## src/rtl/sseg_pkg.sv

```systemverilog
`default_nettype none
// ============================================================================
//  Module      : sseg_pkg
//  Description : Shared constants for the seven-segment scan controller:
//                per-digit field layout of the frame word, the blank segment
//                pattern and a helper that sizes counters.
//  Revision    : 1.0 - initial release
// ============================================================================
package sseg_pkg;

  // Layout of one digit inside frame_data: {en, hex[3:0], dp}
  localparam int DIG_W   = 6;
  localparam int EN_BIT  = 5;
  localparam int HEX_MSB = 4;
  localparam int HEX_LSB = 1;
  localparam int DP_BIT  = 0;

  // Active-low segments: all ones turns every segment off
  localparam logic [6:0] SSEG_BLANK = 7'h7F;

  // Width of a counter that must hold 0..n-1 (at least one bit)
  function automatic int cnt_w(input int n);
    return (n > 1) ? $clog2(n) : 1;
  endfunction

endpackage
`default_nettype wire

```

## src/rtl/hex2sseg.sv

```systemverilog
`default_nettype none
// ============================================================================
//  Module      : hex2sseg
//  Description : Hex nibble to seven-segment decoder, active-low, gfedcba.
//  Ports       : hex - nibble to display
//                seg - segment pattern, bit 6 = g ... bit 0 = a, 0 = lit
//  Revision    : 1.0 - initial release
// ============================================================================
module hex2sseg (
  input  logic [3:0] hex,
  output logic [6:0] seg
);

  always_comb begin
    seg = 7'h7F;
    case (hex)
      4'h0: seg = 7'h40;
      4'h1: seg = 7'h79;
      4'h2: seg = 7'h24;
      4'h3: seg = 7'h30;
      4'h4: seg = 7'h19;
      4'h5: seg = 7'h12;
      4'h6: seg = 7'h02;
      4'h7: seg = 7'h78;
      4'h8: seg = 7'h00;
      4'h9: seg = 7'h10;
      4'hA: seg = 7'h08;
      4'hB: seg = 7'h03;
      4'hC: seg = 7'h46;
      4'hD: seg = 7'h21;
      4'hE: seg = 7'h06;
      4'hF: seg = 7'h0E;
      default: seg = 7'h7F;
    endcase
  end

endmodule
`default_nettype wire

```

## src/rtl/sseg_scan_ctrl.sv

```systemverilog
`default_nettype none
// ============================================================================
//  Module      : sseg_scan_ctrl
//  Description : Multiplexed common-anode seven-segment scan controller with
//                double-buffered frame, PWM brightness, per-digit blink,
//                leading-zero suppression and tear-free frame swap.
//  Ports       : clk, reset          - clock, synchronous active-high reset
//                frame_data/valid/ready - frame handshake into shadow buffer
//                brightness         - PWM duty, 0 = dark, all ones = full
//                blink_mask         - digits blanked during blink phase 1
//                lz_suppress        - enable leading-zero blanking
//                frame_start        - pulse while digit 0 dwell begins
//                AN, sseg, DP       - registered active-low pin drives
//  Revision    : 1.0 - initial release
// ============================================================================
module sseg_scan_ctrl
  import sseg_pkg::*;
#(
  parameter int NUM_DIGITS  = 8,
  parameter int CLOCK_HZ    = 100_000_000,
  parameter int SCAN_HZ     = 1000,
  parameter int BRIGHT_BITS = 4,
  parameter int BLINK_HZ    = 2
) (
  input  logic                        clk,
  input  logic                        reset,
  input  logic [DIG_W*NUM_DIGITS-1:0] frame_data,
  input  logic                        frame_valid,
  output logic                        frame_ready,
  input  logic [BRIGHT_BITS-1:0]      brightness,
  input  logic [NUM_DIGITS-1:0]       blink_mask,
  input  logic                        lz_suppress,
  output logic                        frame_start,
  output logic [NUM_DIGITS-1:0]       AN,
  output logic [6:0]                  sseg,
  output logic                        DP
);

  localparam int DWELL   = CLOCK_HZ / SCAN_HZ;
  localparam int HALF    = CLOCK_HZ / (2 * BLINK_HZ);
  localparam int DWELL_W = cnt_w(DWELL);
  localparam int HALF_W  = cnt_w(HALF);
  localparam int IDX_W   = cnt_w(NUM_DIGITS);

  localparam logic [DWELL_W-1:0]     DWELL_LAST = DWELL_W'(DWELL - 1);
  localparam logic [HALF_W-1:0]      HALF_LAST  = HALF_W'(HALF - 1);
  localparam logic [IDX_W-1:0]       IDX_LAST   = IDX_W'(NUM_DIGITS - 1);
  localparam logic [BRIGHT_BITS-1:0] PWM_LAST   = BRIGHT_BITS'((1 << BRIGHT_BITS) - 2);

  // run is low while reset is held and rises on the first cycle after
  // release; counters stay frozen until then so the scan always starts at
  // digit 0, dwell 0 on that cycle.
  logic                                run;
  logic [NUM_DIGITS-1:0][DIG_W-1:0]    shadow;
  logic [NUM_DIGITS-1:0][DIG_W-1:0]    active;
  logic                                shadow_full;
  logic [DWELL_W-1:0]                  dwell;
  logic [IDX_W-1:0]                    idx;
  logic [BRIGHT_BITS-1:0]              pwm;
  logic [HALF_W-1:0]                   blink_cnt;
  logic                                blink_phase;

  logic                                dwell_end;
  logic                                frame_end;
  logic                                capture;
  logic [DIG_W-1:0]                    cur;
  logic [6:0]                          seg_dec;
  logic [NUM_DIGITS-1:0]               lz_blank;
  logic                                leading;
  logic [NUM_DIGITS-1:0]               an_sel;
  logic                                lit;

  assign frame_ready = run & ~shadow_full;
  assign frame_start = run && (idx == '0) && (dwell == '0);
  assign dwell_end   = (dwell == DWELL_LAST);
  assign frame_end   = run && dwell_end && (idx == IDX_LAST);
  assign capture     = frame_valid && frame_ready;
  assign cur         = active[idx];

  always_ff @(posedge clk) begin
    if (reset) begin
      run         <= 1'b0;
      shadow      <= '0;
      active      <= '0;
      shadow_full <= 1'b0;
      dwell       <= '0;
      idx         <= '0;
      pwm         <= '0;
      blink_cnt   <= '0;
      blink_phase <= 1'b0;
    end else begin
      run <= 1'b1;
      // Capture requires an empty shadow and swap a full one, so the two
      // branches are mutually exclusive by construction.
      if (capture) begin
        shadow      <= frame_data;
        shadow_full <= 1'b1;
      end else if (frame_end && shadow_full) begin
        active      <= shadow;
        shadow_full <= 1'b0;
      end
      if (run) begin
        dwell <= dwell_end ? '0 : dwell + 1'b1;
        if (dwell_end) begin
          idx <= (idx == IDX_LAST) ? '0 : idx + 1'b1;
        end
        // Restarting the PWM during the guard cycle makes every digit see
        // the same on/off pattern from its first visible cycle.
        pwm <= ((dwell == '0) || (pwm == PWM_LAST)) ? '0 : pwm + 1'b1;
        if (blink_cnt == HALF_LAST) begin
          blink_cnt   <= '0;
          blink_phase <= ~blink_phase;
        end else begin
          blink_cnt <= blink_cnt + 1'b1;
        end
      end
    end
  end

  // Leading-zero run from the most significant digit down; disabled digits
  // are transparent to the run, digit 0 is never blanked.
  always_comb begin
    lz_blank = '0;
    leading  = lz_suppress;
    for (int k = NUM_DIGITS - 1; k >= 1; k--) begin
      if (active[k][EN_BIT]) begin
        if (leading && (active[k][HEX_MSB:HEX_LSB] == 4'd0) && !active[k][DP_BIT]) begin
          lz_blank[k] = 1'b1;
        end else begin
          leading = 1'b0;
        end
      end
    end
  end

  always_comb begin
    an_sel = '1;
    for (int k = 0; k < NUM_DIGITS; k++) begin
      if (idx == IDX_W'(k)) begin
        an_sel[k] = 1'b0;
      end
    end
  end

  hex2sseg u_dec (
    .hex (cur[HEX_MSB:HEX_LSB]),
    .seg (seg_dec)
  );

  // Dwell cycle 0 is the ghost guard: anodes stay off while the segment
  // lines settle onto the new digit.
  assign lit = run
            && (dwell != '0)
            && cur[EN_BIT]
            && !lz_blank[idx]
            && !(blink_mask[idx] && blink_phase)
            && (pwm < brightness);

  always_ff @(posedge clk) begin
    if (reset || !lit) begin
      AN   <= '1;
      sseg <= SSEG_BLANK;
      DP   <= 1'b1;
    end else begin
      AN   <= an_sel;
      sseg <= seg_dec;
      DP   <= ~cur[DP_BIT];
    end
  end

endmodule
`default_nettype wire

```

## config.mk

```make
export PLATFORM = sky130hd
export DESIGN_NAME = sseg_scan_ctrl
export DESIGN_NICKNAME = d
export VERILOG_FILES = /design/src/rtl/sseg_pkg.sv /design/src/rtl/hex2sseg.sv /design/src/rtl/sseg_scan_ctrl.sv
export SDC_FILE = /design/constraint.sdc
export NUM_CORES = 1
export LEC_CHECK = 0
export CORE_UTILIZATION = 56
export CTS_CLUSTER_SIZE = 20
export DETAILED_ROUTE_END_ITERATION = 7
export GPL_TIMING_DRIVEN = 0
export PLACE_DENSITY_LB_ADDON = 0.3
export SYNTH_ARGS = -nofsm -noshare
export SYNTH_HDL_FRONTEND = slang
export SYNTH_SLANG_ARGS = --single-unit
```

## constraint.sdc

```tcl
create_clock -name clk -period 3.37 [get_ports clk]
set_clock_uncertainty 0.15 [all_clocks]
set_input_delay 1.011 -clock clk [delete_from_list [all_inputs] [get_ports clk]]
set_output_delay 1.011 -clock clk [all_outputs]
set_load 0.005 [all_outputs]
```

==> results of run 1 <==
worst register-to-register path, cell delays in order, from the launching register on:
cell and delay (ns):
dfxtp_1 0.37, buf_2 0.42, clkinv_1 0.41, a31oi_1 0.29, o211ai_1 0.12, nand4b_1 0.25
nor3_2 0.41, buf_6 0.22, nand3_2 0.09
flip-flops by register name, summed over array words and instances (netlist names), 3 cells and up:
signal	count
AN	8
active	48
blink_cnt	25
dwell	17
idx	3
pwm	4
shadow	48
sseg	7
path summary, 6_finish.rpt:
check	to	start	slack, ns
min reg2reg	shadow[41]	shadow[41]	0.30
max	AN[4]	brightness[3]	0.11
min	shadow[41]	shadow[41]	0.30
max reg2reg	AN[4]	idx[2]	0.53
cell type report:
class	count	share of cell area, %
buffer	48	2.60
clock buffer	20	5.20
clock inverter	11	1.18
inverter	19	0.841
multi-input combinational	615	41.0
sequential	164	37.4
tap	168	2.40
timing repair buffer	83	9.41
placed cells by master (no fill, tap or decap), types with 3 or more instances in the layout:
cell,n
or4_1,4
clkbuf_1,32
mux4_2,12
nand3_2,5
inv_1,17
ha_1,20
nand3_1,17
nor2_1,59
xnor2_1,14
clkbuf_16,17
o21ai_0,10
o211ai_1,4
xor2_1,28
clkinv_2,3
and3_1,12
mux2i_1,7
nand4_1,17
nand2_1,242
clkinv_4,3
nor3_1,10
buf_4,8
or3_1,3
a21oi_1,102
nand2b_1,5
clkdlybuf4s50_1,79
dfxtp_1,164
buf_2,8
per-stage QoR:
step,util (%),setup slack (ns)
after floorplan,-,0.522
after global placement,66.9,-0.246
after detailed placement,66.9,-0.289
after CTS,71.6,0.00478
after global routing,71.9,0.0524
final,71.9,0.111
cells by family after synthesis:
group / synth area share [%]
AOI/OAI and AO/OA: 9.95
xor gates and xnor gates: 5.14
buffers and inverters: 4.32
and+or+nand+nor: 25.5
muxes: 5.75
DFF: 45.9
adders and majority gates: 3.50
routing by layer:
layer  global-route usage (%)  vias up
met5                        0        -
li1                         -     3051
met3                     6.38       27
met1                     35.4     2856
met2                     43.9      172
met4                     10.0        0
power by group:
| part | internal [mW] | switching (mW) |
|---|---|---|
| sequential | 1.97 | 0.0239 |
| combinational | 0.118 | 0.114 |
| clock | 1.05 | 0.789 |
timing repair:
item / in CTS / in global routing
endpoints found under the hold margin: 0 / 0
buffers inserted: 1 / 2
pin swaps: 2 / 3
endpoints found under the setup margin: 1 / 2
resized for setup: 3 / 5
==> out/metrics.yaml, run 1 <==
worst_setup_path:
  cpPeakStageDelay_ns: 0.47
  crit_path_start_kind: "primary input"
  cp_max_fo: 10
  path_delay_family: "simple AND/OR/NAND/NOR gates"
  crit_path_top_delay_cell: "or3b_2"
  path_buf_inv: 3
  critPathCaptureType: "flop"
  ff2ff_path_depth: 8
  crit_cells: 10
  path_cells: "clkdlybuf4s50_1, inv_1, ha_1, or3b_2, a31oi_1, o211ai_1, nand4b_1, nor3_2, buf_6, nand3_2"
  critical_path_class: "primary input to flop"
  cp.arrival_ns: 3.41
  cp.required_ns: 3.52
global_route:
  grt_pass1_wl_mm: 27.8
  overflow: 0
  grt_max_degree: 20
  first_global_vias: 5841
  grt_antenna_before_repair: 0
  track_usage_pct: 27.2
floorplanning:
  rows: 40
  chipWidth_um: 115
  die-height_um: 115
  core-area_um2: 12200
  start_util_pct: 58.6
  ios: 82
  fp.dieArea_um2: 13200
timing:
  tightest_slew_ns: 0.745
  maxSlewHeadroom_pct: 50.4
  post-route-period-util_pct: 96.7
  finalHoldViolations: 0
  fmax_mhz: 307
  fin_hold_ws_ns: 0.304
  setup_violations: 0
  fin_crit_ns: 3.26
  rsz0062_at_grt: "no"
  slew_violations: 0
  tns_ns: 0
layout:
  design_area_um2: 8770
  ff_latch_area_um2: 3280
  drive_gt1_share_pct: 8.75
  syn_to_final_growth_pct: 22.6
  num_antenna_cells: 0
  fill_cells: 990
  layout.cells.non_filler: 1128
  multi_input_area_um2: 3590
  nNetsFinal: 1032
drt:
  wl_met2_mm: 7.68
  wl_per_cell_um: 14.7
  met1_length_mm: 7.77
  dr_total_vias: 6106
  firstDrtPassIters: 7
  first_iter_violations: 420
  wl_met3_um: 882
  ant_nets: 0
  via_per_inst: 5.41
  highest_layer: "met4"
  drt_wl_total_mm: 16.6
  drcViolationCount: 0
cts:
  postCtsHoldBufs: 0
  cts_buffers: 17
  cts_sinks: 164
  cts_tree: "done"
  cts_buffer_depth: 2
  cts_root_buf: "clkbuf_16"
  clkTransAtPathRegs_ns: 0.06
  htreeDepth: 4
  clock_latency_ns: 0.43
pwr:
  power_density_nw_per_um2: 464
  leakagePower_nw: 3.19
  finalPower_mw: 4.07
  ir_drop_v: 0.000333
yosys:
  syn_area_per_cell_um2: 8.43
  synth_largest_area_cell: "dfxtp_1"
  yosysWarningCount: 0
  synth.most_common_cell: "nand2_1"
  ys.flop_type: "dfxtp_1"
  syn_nets: 933
  yosys-top-cells-area: "dfxtp_1 (46%), nand2_1 (13%), a21oi_1 (7.1%)"
  yosysSeqAreaShare_pct: 45.9
  ys_seq_elements: 164
  synthTopCellsByCount: "nand2_1 (242), dfxtp_1 (164), a21oi_1 (102)"
  synthArstFlopShare_pct: 0
  synth_edf_count: 0
  yosysTopAreaCellShare_pct: 45.9
  synth_area_um2: 7160
  netlist_instances: 849
  ys_types: 59
worst_hold_path:
  min_path_cells: 2
  worstHoldPathType: "flop to flop"
status:
  status: "complete, no violations"
flow_run:
  max-cap-violations: 0
placement:
  dp.cells: 1097
  dp_hpwl_mm: 12.0
  gp_congestion: 0.886
  dpl_cell_area_um2: 8170
  io_buffers: 80
No activity file was read; power rests on OpenSTA's default activity.
==> inputs of run 2 (changes only) <==
Settings changed: CORE_UTILIZATION 56 to 40.
==> run 2 against run 1 <==
Sequential share of layout area is 0.50 points lower. Largest cell class unchanged. Core utilization is 21 points lower. Worst setup slack better by 0.086 ns. Non-clock buffer count is 1 higher. Highest routed layer unchanged. Combinational power hardly changed.
==> out/metrics.yaml, run 2 (synthesis gave the netlist of run 1 again) <==
drt:
  drt_wl_total_mm: 16.6
  drcViolationCount: 0
  first_iter_violations: 326
  firstDrtPassIters: 4
  dr_total_vias: 5982
  ant_nets: 0
  via_per_inst: 5.04
  wl_per_cell_um: 14.0
global_route:
  overflow: 0
  first_global_vias: 5690
  track_usage_pct: 19.4
  grt_pass1_wl_mm: 28.0
  grt_antenna_before_repair: 0
  grt_max_degree: 20
cts:
  cts_buffers: 17
  cts_buffer_depth: 2
  postCtsHoldBufs: 0
  cts_tree: "done"
  cts_root_buf: "clkbuf_16"
  cts_sinks: 164
  clock_latency_ns: 0.43
  htreeDepth: 4
  clkTransAtPathRegs_ns: 0.07
worst_setup_path:
  path_buf_inv: 3
  cpPeakStageDelay_ns: 0.58
  cp.arrival_ns: 2.01
  path_delay_family: "buffers and inverters"
  critical_path_class: "flop to output port"
  critPathCaptureType: "output port"
  cp_max_fo: 10
  crit_path_top_delay_cell: "clkdlybuf4s50_1"
  path_cells: "buf_2, inv_1, nor2_1, clkdlybuf4s50_1"
  crit_path_start_kind: "flop"
  cp.required_ns: 2.21
timing:
  setup_violations: 0
  fin_hold_ws_ns: 0.302
  post-route-period-util_pct: 94.2
  tns_ns: 0
  fmax_mhz: 315
  finalHoldViolations: 0
  maxSlewHeadroom_pct: 54.4
  tightest_slew_ns: 0.685
  fin_crit_ns: 3.17
  slew_violations: 0
  rsz0062_at_grt: "no"
floorplanning:
  core-area_um2: 17400
  die-height_um: 136
  fp.dieArea_um2: 18400
  rows: 48
  chipWidth_um: 136
  start_util_pct: 41.2
  ios: 82
flow_run:
  max-cap-violations: 0
placement:
  dp_hpwl_mm: 12.2
  io_buffers: 80
  gp_congestion: 0.829
layout:
  final_common_cell: "nand2_1"
  nNetsFinal: 1033
  syn_to_final_growth_pct: 24.3
  largest_registers: "active (48), shadow (48), blink_cnt (25)"
  num_antenna_cells: 0
  drive_gt1_share_pct: 9.36
  fill_cells: 1649
  final_cell_mix: "nand2_1 (242), dfxtp_1 (163), a21oi_1 (102), clkdlybuf4s50_1 (79), nor2_1 (59)"
status:
  status: "complete, no violations"
worst_hold_path:
  worstHoldPathType: "flop to flop"
pwr:
  ir_drop_v: 0.000314
  finalPower_mw: 4.17
  power_density_nw_per_um2: 468
  leakagePower_nw: 3.22
run 2: worst min-delay path, stage by stage (launching register included):
cell and delay [ns]:
dfxtp_1 0.31, nand2_1 0.05, a21oi_1 0.05
run 2: through the flow:
step           util, %  cell area, µm²  std cells  setup WS [ns]
2_1_floorplan        -            7160        849          0.522
3_3_place_gp      47.5            8240       1154         -0.232
3_5_place_dp      47.5            8240       1154         -0.253
4_1_cts           51.0            8850       1185        0.00258
5_1_grt           51.3            8900       1187         0.0181
6_report          51.3            8900       1187          0.197
run 2: layout make-up:
class | instances | area, µm² | area share (%)
sequential | 164 | 3280 | 36.9
buffer | 48 | 229 | 2.57
clock inverter | 12 | 130 | 1.46
timing repair buffer | 84 | 833 | 9.37
inverter | 19 | 73.8 | 0.830
clock buffer | 20 | 467 | 5.25
tap | 225 | 282 | 3.16
multi-input combinational | 615 | 3600 | 40.4
run 2: final timing paths:
path	endpoint	cells after the start	from	slack, ns
setup / recovery	frame_ready	4	run	0.20
hold reg to reg	active[43]	2	shadow[43]	0.30
hold / removal	active[43]	2	shadow[43]	0.30
setup reg to reg	AN[6]	8	idx[2]	0.69
run 2: report_power, final:
group	internal, mW	total, mW	switching (mW)
Combinational	0.118	0.232	0.114
Clock	1.15	1.94	0.790
Sequential	1.97	2.00	0.0233
Total	3.24	4.17	0.927
run 2: routing by layer:
| metal | vias to the layer above | global-route usage, % | part of all wire, % |
|---|---|---|---|
| met3 | 20 | 3.89 | 4.3 |
| met2 | 129 | 30.8 | 45 |
| met4 | 0 | 6.18 | 1.3 |
| li1 | 3060 | - | - |
| met1 | 2773 | 26.3 | 50 |
| met5 | - | 0 | 0 |
run 2: what timing repair did:
item                       CTS  global route
setup buffers                0             4
resized for setup            5             6
setup endpoints to repair    1             1
pin swaps                    0             2
